<file path="src/rtl/mem_arbiter.sv">
// rtl/mem_arbiter.sv - single-port RAM arbiter: data-priority with instruction starvation guard and grant watchdog
module mem_arbiter #(
  parameter int unsigned STARVE_LIMIT = 3,
  parameter int unsigned TIMEOUT      = 255
) (
  input  logic        CLK,
  input  logic        nRST,
  input  logic        iREN,
  input  logic [31:0] iaddr,
  output logic [31:0] iload,
  output logic        iwait,
  input  logic        dREN,
  input  logic        dWEN,
  input  logic [31:0] daddr,
  input  logic [31:0] dstore,
  output logic [31:0] dload,
  output logic        dwait,
  output logic        ramREN,
  output logic        ramWEN,
  output logic [31:0] ramaddr,
  output logic [31:0] ramstore,
  input  logic [31:0] ramload,
  input  logic        ramready,
  output logic [1:0]  grant,
  output logic        timeout_err
);

  localparam int unsigned SW = (STARVE_LIMIT < 1) ? 1 : $clog2(STARVE_LIMIT + 1);
  localparam int unsigned WW = (TIMEOUT < 1) ? 1 : $clog2(TIMEOUT + 1);
  localparam logic [SW-1:0] STARVE_MAX = SW'(STARVE_LIMIT);
  localparam logic [WW-1:0] WD_MAX     = WW'(TIMEOUT);

  // Encodings double as the grant debug output.
  typedef enum logic [1:0] {
    IDLE   = 2'b00,
    IGRANT = 2'b01,
    DGRANT = 2'b10
  } state_e;

  state_e          state_q, state_d;
  logic [SW-1:0]   starve_q, starve_d;
  logic [WW-1:0]   wd_q, wd_d;
  logic            err_q, err_d;
  logic            d_req;

  assign d_req = dREN | dWEN;

  always_ff @(posedge CLK or negedge nRST) begin
    if (!nRST) begin
      state_q  <= IDLE;
      starve_q <= '0;
      wd_q     <= '0;
      err_q    <= 1'b0;
    end else begin
      state_q  <= state_d;
      starve_q <= starve_d;
      wd_q     <= wd_d;
      err_q    <= err_d;
    end
  end

  always_comb begin
    state_d  = state_q;
    starve_d = starve_q;
    ramREN   = 1'b0;
    ramWEN   = 1'b0;
    ramaddr  = '0;
    ramstore = '0;
    case (state_q)
      IDLE: begin
        if (d_req && !(iREN && (starve_q == STARVE_MAX))) begin
          state_d = DGRANT;
        end else if (iREN) begin
          state_d = IGRANT;
        end
      end
      DGRANT: begin
        ramaddr  = daddr;
        ramstore = dstore;
        ramWEN   = dWEN;
        ramREN   = dREN & ~dWEN;
        // A dropped request is an abort even if ramready coincides: no accounting.
        if (!d_req) begin
          state_d = IDLE;
        end else if (ramready) begin
          state_d = IDLE;
          if (iREN) begin
            starve_d = (starve_q == STARVE_MAX) ? starve_q : starve_q + 1'b1;
          end else begin
            starve_d = '0;
          end
        end
      end
      IGRANT: begin
        ramaddr = iaddr;
        ramREN  = iREN;
        if (!iREN) begin
          state_d = IDLE;
        end else if (ramready) begin
          state_d  = IDLE;
          starve_d = '0;
        end
      end
      default: state_d = IDLE;
    endcase
  end

  always_comb begin
    wd_d  = wd_q;
    err_d = err_q;
    if (state_q == IDLE || ramready) begin
      wd_d = '0;
    end else if (wd_q != WD_MAX) begin
      wd_d = wd_q + 1'b1;
    end
    if (wd_d == WD_MAX) begin
      err_d = 1'b1;
    end
  end

  assign iload       = ramload;
  assign dload       = ramload;
  assign iwait       = iREN & ~((state_q == IGRANT) & ramready);
  assign dwait       = d_req & ~((state_q == DGRANT) & ramready);
  assign grant       = state_q;
  assign timeout_err = err_q;

endmodule
</file>
<file path="config.mk">
export PLATFORM = sky130hd
export DESIGN_NAME = mem_arbiter
export DESIGN_NICKNAME = d
export VERILOG_FILES = /design/src/rtl/mem_arbiter.sv
export SDC_FILE = /design/constraint.sdc
export NUM_CORES = 1
export LEC_CHECK = 0
export BUFFER_PORTS_ARGS = -buffer_cell sky130_fd_sc_hd__buf_2
export CORE_AREA = 2 2 104 106
export DETAILED_ROUTE_END_ITERATION = 8
export DIE_AREA = 0 0 106 108
export SYNTH_ARGS = -nofsm -noshare
export SYNTH_HDL_FRONTEND = slang
export SYNTH_SLANG_ARGS = --single-unit
</file>
<file path="constraint.sdc">
create_clock -name CLK -period 2 [get_ports CLK]
set_clock_uncertainty 0.05 [all_clocks]
set_input_delay 0.1 -clock CLK [delete_from_list [all_inputs] [get_ports CLK]]
set_output_delay 0.1 -clock CLK [all_outputs]
set_load 0.01 [all_outputs]
</file>
==> reports/qor.yml, run 1 <==
synthesis:
  netlist_instances: 260
  ys_ff_latch: 13
  syn_avg_cell_area_sq_um: 7.685
  ys_seq_area_share_pct: 16.28
  ys.warnings.count: 0
  async_flop_share_pct: 100.0
  synth_area_sq_um: 1998
  yosysUniqueCellTypes: 40
  synth_nets: 400
  synthFlopType: "dfrtp_1"
  synth_edf_count: 0
clock_tree:
  cts_max_path_buffers: 2
  clkTransAtPathRegs_ns: 0.05
  clk_latency_ns: 0.24
  cts_tree: "done"
  root_buffer: "clkbuf_8"
  h-tree-depth: 1
  cts_sinks: 13
  cts_buffers: 3
sta:
  finalHoldViolCount: 0
  setup_tns_ns: 0
  fmax_mhz: 543.8
  period_needed_ns: 1.839
  tightest_slew_ns: 0.4286
  max-slew-margin-rel_pct: 71.05
  setup_slack_ns: 0.1612
  final_max_slew_viol_count: 0
  rsz0062_at_grt: "no"
  whs_ns: 0.1470
  post-route-period-util_pct: 91.94
  setup_viol: 0
floorplan:
  start_util_pct: 19.53
  core.rowCount: 37
  fp.dieArea_sq_um: 11450
  die_w_um: 106
  num_io_pins: 269
  core_sq_um: 10230
  fp.dieH_um: 108
global_routing:
  grt_pass1_vias: 2059
  antenna_found_initial: 0
  grt.met2_usage_pct: 19.54
  grtUsageMet3_pct: 2.773
  grt_use_met1_pct: 15.61
  grt_pass1_wl_mm: 10.71
  overflow: 0
  grt_use_total_pct: 11.66
  grt_busiest_layer: "met2"
  grt_max_degree: 42
drt:
  ant_nets: 0
  via_per_inst: 4.185
  drc_errors: 0
  num_vias: 2080
  routedWlPerCell_um: 14.12
  dr.pass1.iters: 4
  drt-total-wl_mm: 7.020
  dr.first_iter.drc_count: 66
power_and_ir_drop:
  irDropWorstVdd_v: 0.0003658
  p_leak_nw: 1.375
  power.density_nw_per_um2: 979.2
run_status:
  status: "complete, no violations"
setup_path:
  critPathMaxStageDelay_ns: 0.42
  crit_fanout: 5
  crit_path_end_kind: "flop"
  slowest_stage: "dfrtp_1"
  crit_chain: "inv_1 -> ha_1 -> or2_1 -> o21bai_1 -> a2111oi_2 -> a41o_1"
  critPathLaunchType: "flop"
  crit_buf_inv: 1
  cp.arrival_ns: 1.96
  path_delay_family: "compound AO/OA/AOI/OAI gates"
  rrSetupSlack_ns: 0.16
  crit_type: "reg -> reg"
  critPathRequiredTime_ns: 2.13
final_layout:
  fill_cells: 1161
  area_growth_pct: 31.25
  register_area_sq_um: 325.3
  multi_input_area_sq_um: 1102
  diodes: 0
  layout.nets: 502
  layout-drive-gt1-share_pct: 51.80
  fin_util_pct: 25.63
placement:
  hpwl_mm: 5.881
  place_congestion: 0.7532
  post-place-ws_ns: 0.1891
  portBuffers: 172
flow_run:
  drv_cap: 0
hold_path:
  hold_class: "in -> reg"
cell families (layout without fill, tap and decap cells):
group                    Yosys count  after routing  synth area share (%)
AO/OA/AOI/OAI                     53             53                 20.10
multiplexers                       2              2                 1.064
XOR/XNOR                           2              2                0.8768
buffers and inverters             89            190                 29.37
flip-flops                        13             13                 16.28
AND/OR/NAND/NOR                   95             95                 28.55
adder cells (fa/ha/maj)            6              6                 3.757
worst paths after layout:
path | endpoint | startpoint | cells after the start
hold / removal | grant[0]$_DFFE_PN0P_ | iREN | 2
setup reg to reg | timeout_err$_DFFE_PN0N_ | grant[0]$_DFFE_PN0P_ | 6
setup / recovery | timeout_err$_DFFE_PN0N_ | grant[0]$_DFFE_PN0P_ | 6
min in group asynchronous | wd_q[5]$_DFF_PN0_ | nRST | 2
max in group asynchronous | wd_q[2]$_DFF_PN0_ | nRST | 2
hold reg to reg | timeout_err$_DFFE_PN0N_ | timeout_err$_DFFE_PN0N_ | 1
metrics by stage:
step / area [sq um] / power [mW] / std cells
floorplan: 1998 / 1.629 / 260
global placement: 2554 / 2.307 / 492
detailed placement: 2554 / 2.339 / 492
CTS: 2609 / 2.581 / 497
global route: 2623 / 2.792 / 497
finish: 2623 / 2.568 / 497
layout by cell type (no fill, tap or decap), drive strengths merged, types with 2 or more instances in the layout:
| cell type | instances |
|---|---|
| nand4 | 2 |
| and4 | 2 |
| a211oi | 2 |
| a31oi | 2 |
| nor2b | 32 |
| nor3 | 3 |
| nand2 | 3 |
| clkbuf | 4 |
| dfrtp | 13 |
| buf | 178 |
| o21ai | 3 |
| inv | 7 |
| a21oi | 2 |
| a21boi | 2 |
| a22oi | 32 |
| nand3b | 2 |
| nand3 | 3 |
| and2 | 34 |
| nor2 | 9 |
| o21bai | 2 |
| ha | 6 |
where the power goes:
part,internal (mW),switching [mW],leakage [nW]
registers,0.307,0.0511,0.177
logic,0.943,1.04,1.18
clock network,0.140,0.0892,0.0228
total,1.39,1.18,1.37
final cells by class:
| cell class | count | area share (%) |
|---|---|---|
| inverter | 7 | 1.002 |
| clock buffer | 4 | 1.718 |
| tap | 136 | 6.489 |
| timing repair buffer | 179 | 36.35 |
| multi-input combinational | 158 | 42.03 |
| sequential | 13 | 12.40 |
worst reg2reg max path, stage by stage, from the launching register on:
cell and delay (ns):
dfrtp_1 0.42, inv_1 0.12, ha_1 0.22, or2_1 0.24, o21bai_1 0.19, a2111oi_2 0.32, a41o_1 0.22
metal layers:
metal | vias up | routed length [um]
met5 | - | 0
met2 | 113 | 3395
met1 | 927 | 3010
li1 | 1027 | -
met3 | 13 | 567
met4 | 0 | 46
flip-flops by register name, indices dropped and copies added, names as in the netlist:
| register | cells |
|---|---|
| grant | 2 |
| timeout_err | 1 |
| starve_q | 2 |
| wd_q | 8 |
synth_stat cells, types with 6 or more instances:
master / number / area share (%)
buf_4: 65 / 24
dfrtp_1: 13 / 16
a22oi_1: 32 / 12
and2_1: 34 / 11
nor2_1: 9 / 1.7
ha_1: 6 / 3.8
clkbuf_1: 15 / 2.8
inv_1: 7 / 1.3
nor2b_1: 32 / 10
repair_timing:
action	in CTS	in global routing
hold buffers	1	0
setup buffers	0	0
resized for setup	0	3
endpoints found under the hold margin	13	0
setup endpoints to repair	0	15
Power figures use the tool's default switching activity.
==> run 2: changes to the inputs <==
--- a/config.mk
+++ b/config.mk
@@ -6,7 +6,7 @@
 export NUM_CORES = 1
 export LEC_CHECK = 0
 export BUFFER_PORTS_ARGS = -buffer_cell sky130_fd_sc_hd__buf_2
-export CORE_AREA = 2 2 104 106
+export CORE_AREA = 5 5 101 103
 export DETAILED_ROUTE_END_ITERATION = 8
 export DIE_AREA = 0 0 106 108
 export SYNTH_ARGS = -nofsm -noshare
==> run 2 against run 1 <==
Effect of this change:
- via count increased by 1.6%
- sequential cell count did not move
- sequential share of layout area up 0.17 points
- setup slack worse by 0.052 ns
- wire length increased by 8.5%
- clock power barely moved
- fmax decreased by 2.7%
- critical path depth down 1
- global-route usage up 0.60 points
- cell area decreased by 1.4%
- combinational power about the same
- largest cell class unchanged
- largest power group unchanged
==> reports/qor.yml, run 2 (synthesis results as in run 1) <==
setup_path:
  rrSetupSlack_ns: 0.15  # was 0.16 ns
  critPathLaunchType: "flop"  # unchanged
  crit_buf_inv: 3  # was 1
  crit_path_end_kind: "primary output"  # was flop
  critPathRequiredTime_ns: 1.85  # was 2.13 ns
  cp.arrival_ns: 1.74  # was 1.96 ns
  crit_fanout: 28  # was 5
  reg2reg_depth: 5  # was 6
  crit_type: "reg -> out"  # was reg -> reg
  r2r-end: "timeout_err$_DFFE_PN0N_"  # unchanged
  r2r-start: "wd_q[0]$_DFF_PN0_"  # was grant[0]$_DFFE_PN0P_
  critPathMaxStageDelay_ns: 0.45  # was 0.42 ns
  slowest_stage: "dfrtp_1"  # unchanged
  path_delay_family: "buffers and inverters"  # was compound AO/OA/AOI/OAI gates
  crit_chain: "inv_1 -> ha_2 -> buf_12 -> a21boi_0 -> buf_2"  # was inv_1 -> ha_1 -> or2_1 -> o21bai_1 -> a2111oi_2 -> a41o_1
drt:
  routedWlPerCell_um: 16.17  # was 14.12 um
  ant_nets: 0  # unchanged
  via_per_inst: 4.488  # was 4.185
  drc_errors: 0  # unchanged
  num_vias: 2114  # was 2,080
  drt-total-wl_mm: 7.617  # was 7.020 mm
  dr.pass1.iters: 4  # unchanged
  dr.first_iter.drc_count: 58  # was 66
hold_path:
  hp-start: "ramload[21]"  # was iREN
  hold_path_depth: 0  # was 2
  hold_path_end: "dload[21]"  # was grant[0]$_DFFE_PN0P_
  hold_class: "in -> out"  # was in -> reg
run_status:
  status: "complete, no violations"  # unchanged
sta:
  period_needed_ns: 1.890  # was 1.839 ns
  post-route-period-util_pct: 94.52  # was 91.94%
  finalHoldViolCount: 0  # unchanged
  setup_viol: 0  # unchanged
  fmax_mhz: 529.0  # was 543.8 MHz
  setup_slack_ns: 0.1097  # was 0.1612 ns
  tightest_slew_ns: 0.3875  # was 0.4286 ns
  rsz0062_at_grt: "no"  # unchanged
  setup_tns_ns: 0  # unchanged
  final_max_slew_viol_count: 0  # unchanged
  max-slew-margin-rel_pct: 73.83  # was 71.05%
power_and_ir_drop:
  irDropWorstVdd_v: 0.0003535  # was 0.0003658 V
  power_switching_mw: 1.180  # was 1.177 mW
  power.density_nw_per_um2: 990.1  # was 979.2 nW/um^2
  internal_power_mw: 1.381  # was 1.391 mW
  pwr-share-clk_pct: 8.9  # about the same
  p_leak_nw: 1.371  # was 1.375 nW
  comb_power_share_pct: 77.0  # was 77.1%
  p_sw_share_pct: 46.07  # was 45.83%
  power.share.sequential_pct: 14.1  # was 14.0%
clock_tree:
  cts_tree: "done"  # unchanged
  clkTransAtPathRegs_ns: 0.06  # was 0.05 ns
  cts_sinks: 13  # unchanged
  root_buffer: "clkbuf_8"  # unchanged
  cts_max_path_buffers: 2  # unchanged
  clk_latency_ns: 0.24  # about the same
  h-tree-depth: 1  # unchanged
  cts_buffers: 3  # unchanged
final_layout:
  fin_area_sq_um: 2586  # was 2623 sq um
  final_common_cell: "buf_2"  # unchanged
  largest_reg_flops: 8  # unchanged
  regMostFlops: "wd_q"  # unchanged
  diodes: 0  # unchanged
  area_growth_pct: 29.43  # was 31.25%
  finalNonFillerCells: 471  # was 497
  layout-drive-gt1-share_pct: 52.22  # was 51.80%
  most-common-layout-cells: "172 x buf_2, 34 x and2_1, 32 x a22oi_1, 32 x nor2b_1, 13 x dfrtp_1"  # unchanged
  layout.nets: 501  # was 502
global_routing:
  grt_use_total_pct: 12.26  # was 11.66%
  antenna_found_initial: 0  # unchanged
  grt_pass1_vias: 2141  # was 2,059
  overflow: 0  # unchanged
  grt_max_degree: 33  # was 42
  grt_pass1_wl_mm: 11.34  # was 10.71 mm
placement:
  place_congestion: 0.8454  # was 0.7532
  portBuffers: 172  # unchanged
  dp_cells: 466  # was 492
  hpwl_mm: 6.625  # was 5.881 mm
  post-place-ws_ns: 0.1923  # was 0.1891 ns
  dpl_cell_area_sq_um: 2502  # was 2554 sq um
floorplan:
  start_util_pct: 21.94  # was 19.53%
  core.rowCount: 35  # was 37
  fp.dieArea_sq_um: 11450  # unchanged
  num_io_pins: 269  # unchanged
  fp.dieH_um: 108  # unchanged
  die_w_um: 106  # unchanged
  core_sq_um: 9109  # was 10,230 sq um
flow_run:
  drv_cap: 0  # unchanged
## run 2: changes by cell type in the layout (fill, tap and decap cells not counted), sizes merged
cell    delta
buf        -1
clkbuf     -1
clkinv     +1
## run 2: how the worst max path moves through the flow
| stage | endpoint | from | slack (ns) | cells after the start |
|---|---|---|---|---|
| floorplan | timeout_err$_DFFE_PN0N_ | grant[0]$_DFFE_PN0P_ | 0.19 | 7 |
| global placement | timeout_err$_DFFE_PN0N_ | grant[1]$_DFFE_PN0P_ | 0.22 | 6 |
| detailed placement | ramaddr[12] | grant[0]$_DFFE_PN0P_ | 0.19 | 6 |
| CTS | ramREN | grant[1]$_DFFE_PN0P_ | 0.06 | 5 |
| global route | ramREN | grant[1]$_DFFE_PN0P_ | 0.02 | 5 |
| finish | ramREN | grant[1]$_DFFE_PN0P_ | 0.11 | 5 |
## run 2: timing repair
action / 4_1_cts / 5_1_grt
setup endpoints to repair: 20 / 10
buffers inserted: 0 / 0
resized for setup: 2 / 5
endpoints found under the hold margin: 13 / 0
hold buffers: 1 / 0
## run 2: per-layer routing
layer | global-route usage [%] | vias to the layer above | routed length, um
met4 | 1.388 | 0 | 59
met5 | 0 | - | 0
met2 | 23.04 | 112 | 4038
met3 | 4.000 | 9 | 633
met1 | 13.93 | 970 | 2885
li1 | - | 1023 | -
## run 2: metrics by stage
stage	hold WS, ns	utilization, %	power, mW
global placement	-0.05313	27.47	2.288
detailed placement	-0.04683	27.47	2.316
CTS	0.1501	28.24	2.585
global route	0.1500	28.39	2.772
floorplan	-0.2456	-	1.629
finish	0.1500	28.39	2.561
## run 2: area by class of cell
type / instances / area [sq um]
clock buffer: 3 / 41.29
clock inverter: 1 / 5.005
fill: 1022 / 6523
inverter: 7 / 26.28
multi-input combinational: 158 / 1105
sequential: 13 / 325.3
tap: 111 / 138.9
timing repair buffer: 178 / 944.7
## run 2: power groups by stage
stage	registers (mW)	logic (mW)	clock network [mW]
after floorplan	0.355	1.27	0
after detailed placement	0.359	1.96	0
after global routing	0.367	2.16	0.247
after CTS	0.359	1.99	0.238
after global placement	0.357	1.93	0
final	0.361	1.97	0.227
